## src/rtl/arb8_ctrl.sv

```systemverilog
// arb8_ctrl: 8-requester arbiter sharing one downstream resource.
// Fixed-priority (REQ[7] highest) or round-robin selection, grant held while
// the owner keeps requesting, forced release after MAX_HOLD cycles.
// Ports:
//   CLK      rising-edge clock
//   RST_N    asynchronous active-low reset
//   REQ      request vector, one bit per requester
//   MODE     0 = fixed priority, 1 = round-robin (sampled only in IDLE)
//   GNT      one-hot grant, zero when idle
//   GNT_ID   index of granted requester, 4'b1111 when no grant
//   GNT_VLD  high while a grant is held
//   TIMEOUT  one-cycle pulse when a grant is forcibly revoked
module arb8_ctrl #(
    parameter int unsigned MAX_HOLD = 16,
    parameter int unsigned CNT_W    = 5
) (
    input  logic       CLK,
    input  logic       RST_N,
    input  logic [7:0] REQ,
    input  logic       MODE,
    output logic [7:0] GNT,
    output logic [3:0] GNT_ID,
    output logic       GNT_VLD,
    output logic       TIMEOUT
);

    localparam int unsigned NREQ  = 8;
    localparam int unsigned IDX_W = 3;
    localparam logic [3:0]  NO_ID = 4'b1111;

    typedef enum logic [1:0] {
        S_IDLE    = 2'd0,
        S_GRANT   = 2'd1,
        S_RELEASE = 2'd2
    } state_t;

    state_t             state, state_n;
    logic [CNT_W-1:0]   hold_cnt, hold_cnt_n;
    logic [IDX_W-1:0]   last, last_n;
    logic [7:0]         gnt_n;
    logic [3:0]         gnt_id_n;
    logic               gnt_vld_n;
    logic               timeout_n;
    logic [IDX_W-1:0]   win;

    // Winner selection. Loops run from lowest to highest priority so the
    // last assignment that hits is the winner.
    always_comb begin
        win = '0;
        if (!MODE) begin
            for (int i = 0; i < int'(NREQ); i++) begin
                if (REQ[i]) win = IDX_W'(i);
            end
        end else begin
            // Search order last-1, last-2, ..., last; k=8 wraps to last itself.
            for (int k = int'(NREQ); k >= 1; k--) begin
                if (REQ[last - IDX_W'(k)]) win = last - IDX_W'(k);
            end
        end
    end

    // Next-state and registered-output values.
    always_comb begin
        state_n    = state;
        hold_cnt_n = hold_cnt;
        last_n     = last;
        gnt_n      = GNT;
        gnt_id_n   = GNT_ID;
        gnt_vld_n  = GNT_VLD;
        timeout_n  = 1'b0;

        case (state)
            S_IDLE: begin
                if (|REQ) begin
                    state_n    = S_GRANT;
                    gnt_n      = 8'h01 << win;
                    gnt_id_n   = {1'b0, win};
                    gnt_vld_n  = 1'b1;
                    hold_cnt_n = '0;
                end
            end
            S_GRANT: begin
                if (!REQ[GNT_ID[IDX_W-1:0]] || (hold_cnt == CNT_W'(MAX_HOLD - 1))) begin
                    state_n   = S_RELEASE;
                    timeout_n = REQ[GNT_ID[IDX_W-1:0]];
                    gnt_n     = '0;
                    gnt_id_n  = NO_ID;
                    gnt_vld_n = 1'b0;
                    last_n    = GNT_ID[IDX_W-1:0];
                end else begin
                    hold_cnt_n = hold_cnt + CNT_W'(1);
                end
            end
            S_RELEASE: begin
                state_n = S_IDLE;
            end
            default: begin
                state_n   = S_IDLE;
                gnt_n     = '0;
                gnt_id_n  = NO_ID;
                gnt_vld_n = 1'b0;
            end
        endcase
    end

    // State and output registers.
    always_ff @(posedge CLK or negedge RST_N) begin
        if (!RST_N) begin
            state    <= S_IDLE;
            hold_cnt <= '0;
            last     <= '0;
            GNT      <= '0;
            GNT_ID   <= NO_ID;
            GNT_VLD  <= 1'b0;
            TIMEOUT  <= 1'b0;
        end else begin
            state    <= state_n;
            hold_cnt <= hold_cnt_n;
            last     <= last_n;
            GNT      <= gnt_n;
            GNT_ID   <= gnt_id_n;
            GNT_VLD  <= gnt_vld_n;
            TIMEOUT  <= timeout_n;
        end
    end

endmodule

```

## config.mk

```make
export PLATFORM = sky130hd
export DESIGN_NAME = arb8_ctrl
export DESIGN_NICKNAME = d
export VERILOG_FILES = /design/src/rtl/arb8_ctrl.sv
export SDC_FILE = /design/constraint.sdc
export NUM_CORES = 1
export LEC_CHECK = 0
export BUFFER_PORTS_ARGS = -buffer_cell sky130_fd_sc_hd__buf_2
export CORE_UTILIZATION = 45
export CTS_CLUSTER_SIZE = 16
export DETAILED_ROUTE_END_ITERATION = 10
export PLACE_DENSITY = 0.76
export SYNTH_ARGS = -nofsm -noshare
export SYNTH_HDL_FRONTEND = slang
export SYNTH_SLANG_ARGS = --single-unit
```

## constraint.sdc

```tcl
create_clock -name CLK -period 6.28 [get_ports CLK]
set_input_delay 0.628 -clock CLK [delete_from_list [all_inputs] [get_ports CLK]]
set_output_delay 0.628 -clock CLK [all_outputs]
set_load 0.02 [all_outputs]
```

==> summary.md <==
| Metric | Value |
|---|---|
| Hold violation total from the final report | 0 |
| Ys Warns | 0 |
| Min cycle time layout | 3.890 ns |
| CTS tree | yes |
| Final Cycle Share | 61.95% |
| Clk_lat worst skew | 0.27 ns |
| Worst reg2reg setup slack | 2.39 ns |
| Total GRT Usage | 20.89% |
| Mapped Cells | 221 |
| RR Endpoint | GNT[7] |
| Placer congestion estimate | 0.9469 |
| Initial Util | 47.70% |
| Die height | 70.41 um |
| Sequential share of the synthesized area | 28.76% |
| Clock root buffer | clkbuf_8 |
| Number of CTS-inserted buffers | 3 |
| Share of layout cells above drive strength 1 | 25.00% |
| WL/cell | 17.14 um |
| CP Class | reg2reg |
| Endpoints failing setup | 0 |
| Yosys cell types | 58 |
| Final Hold Slack | 0.3227 ns |
| # fillers | 393 |
| Slew margin rel. | 34.45% |
| Die Wd | 70.41 um |
| CP required | 6.41 ns |
| Buffer depth of the longest clock path | 2 |
| Global route overflow | 0 |
| Top cell type by total area after synthesis | dfrtp_1 |
| Global-route wire length before repair | 8.480 mm |
| Avg Cell Area, Syn | 9.528 sq um |
| Synth cell count leaders | nand2_1 (23), dfrtp_1 (20), a21oi_1 (15), nor2_1 (15), mux2i_1 (13) |
| Setup TNS | 0 ns |
| Vias/cell | 6.421 |
| DPL Wire Length | 3.749 mm |
| Antenna cells | 0 |
| Worst setup EP type | flip-flop |
| Skew final | 0.005593 ns |
| Placed Area | 0.002235 sq mm |
| Max H-tree Level | 1 |
| Area contributors post-synth | dfrtp_1 (24%), mux4_2 (9.6%), mux2i_1 (6.2%) |
| Slew @ Worst Pin | 0.9832 ns |
| Synthesized cell area | 0.002106 sq mm |
| Routed Antenna Nets | 0 |
| Vias in the first global route | 1782 |
| Initial antenna violation count | 0 |
| Asr flop ratio synth | 100.0% |
| Leak | 0.9989 nW |
| Die area | 0.004957 sq mm |
| CTS sink cnt | 24 |
| Top-area cell type share of the netlist area | 23.77% |
| Max-cap violations | 0 |
| Vias | 1875 |
| # Post-CTS Setup Buffers | 0 |
| Maximum vdd drop | 0.2933 mV |
| Pwr Density | 588.0 mW/mm^2 |
| Clock-pin slew on the worst setup and hold paths | 0.08 ns |
| CP Data Arrival Time | 4.02 ns |
| Final Max Slew Viols | 0 |
| DR iter-0 viols | 217 |
| Nets | 256 |
| Post-route DRC | 0 |
| Critical R2R Launch | last[0] |
| Post-route cell area | 0.002290 sq mm |
| Port bufs | 24 |
| Std-Cell Rows | 24 |
| Worst Path Max Fanout | 21 |
| Net Count, Synth | 236 |
| Post-synth EDFFs | 0 |
| Detailed Routing Iterations Pass 1 | 4 |
| Post_cts resized | 0 |
| DRT Wirelength | 5.004 mm |
| Pin count of the biggest net entering global routing | 25 |
| CTS Hold Bufs | 0 |
| FMAX | 0.2571 GHz |
| Min-delay worst type | in2async |
| IO Pins | 25 |
| RSZ-0062 raised after global routing | false |
| Register-to-Register Path Depth | 8 |
| Run status | completed |
| FF+latch count, synth | 24 |
| Synth-to-Final Area Change | 8.735% |
| Core area | 0.004414 sq mm |
| Ys flop type | dfrtp_1 |
| Most frequent cell after synthesis | nand2_1 |
| Critical Path Start Type | flip-flop |
-- through the flow --
step                      cells  total power [W]  util [%]  setup slack [ns]
final                       292         0.001346     51.87             2.390
after global routing        292         0.001442     51.87             2.173
after CTS                   292         0.001336     51.87             2.428
after detailed placement    288         0.001227     50.62             2.483
after global placement      288         0.001225     50.62             2.529
after floorplan             221         0.001050         -             3.087
-- state kept, by name, summed over array words and instances, names as in the netlist --
signal,cells
state,2
hold_cnt,5
last,3
GNT,8
GNT_VLD,1
GNT_ID,4
TIMEOUT,1
-- per-layer routing --
metal  up-vias  GRT usage [%]  part of all wire, %
li1        893              -                    -
met1       906          30.02                   46
met2        70          33.44                   48
met3         6          2.597                  5.6
met4         0          4.889                  1.1
met5         -              0                    0
-- critical path, cell delays in order (launching register included) --
cell      delay, ns
dfrtp_1        0.91
inv_1          0.17
ha_1           0.34
xor2_1         0.58
mux4_2         0.65
a211oi_1       0.25
a211oi_1       0.14
o31ai_1        0.54
o31ai_1        0.16
-- layout by cell type, fill, tap and decap left out, types with 5 or more instances in the layout --
| master | count |
|---|---|
| nor2_1 | 15 |
| inv_1 | 10 |
| o31ai_1 | 5 |
| nor3_1 | 7 |
| mux4_2 | 9 |
| buf_2 | 24 |
| a21oi_1 | 15 |
| mux2i_1 | 13 |
| o21ai_0 | 9 |
| dfrtp_1 | 20 |
| a32o_1 | 5 |
| mux2_2 | 8 |
| nand2_1 | 23 |
-- where the power goes --
group	total [W]	switching, W	internal, W	leakage [nW]
combinational	0.000932	0.000527	0.000405	0.667
clock	0.000104	0.0000479	0.0000560	0.0288
sequential	0.000311	0.0000939	0.000217	0.303
total	0.00135	0.000668	0.000678	0.999
-- final cells by class --
class | count | area [sq um] | share of cell area [%]
well taps | 52 | 65.06 | 2.842
inverters | 12 | 45.04 | 1.967
flip-flops and latches | 24 | 605.6 | 26.45
multi-input cells | 176 | 1399 | 61.09
clock buffers | 4 | 55.05 | 2.404
repair buffers | 24 | 120.1 | 5.246
-- cells by family after synthesis --
kind of cell / share of synthesized area (%)
AND/OR/NAND/NOR: 16.70
AO/OA/AOI/OAI: 22.28
multiplexers: 23.41
flip-flops: 28.76
buffers and inverters: 4.812
XOR/XNOR: 1.664
adder cells (fa/ha/maj): 2.377
-- worst max-delay path by stage --
stage	start	end	slack, ns	cells past startpoint
5_1_grt	last[0]	GNT[7]	2.17	8
4_1_cts	last[0]	GNT[7]	2.43	8
6_report	last[0]	GNT[7]	2.39	8
3_3_place_gp	last[0]	GNT[6]	2.53	8
3_5_place_dp	last[0]	GNT[7]	2.48	8
2_1_floorplan	last[0]	GNT[2]	3.09	10
(Power assumes the default switching activity.)
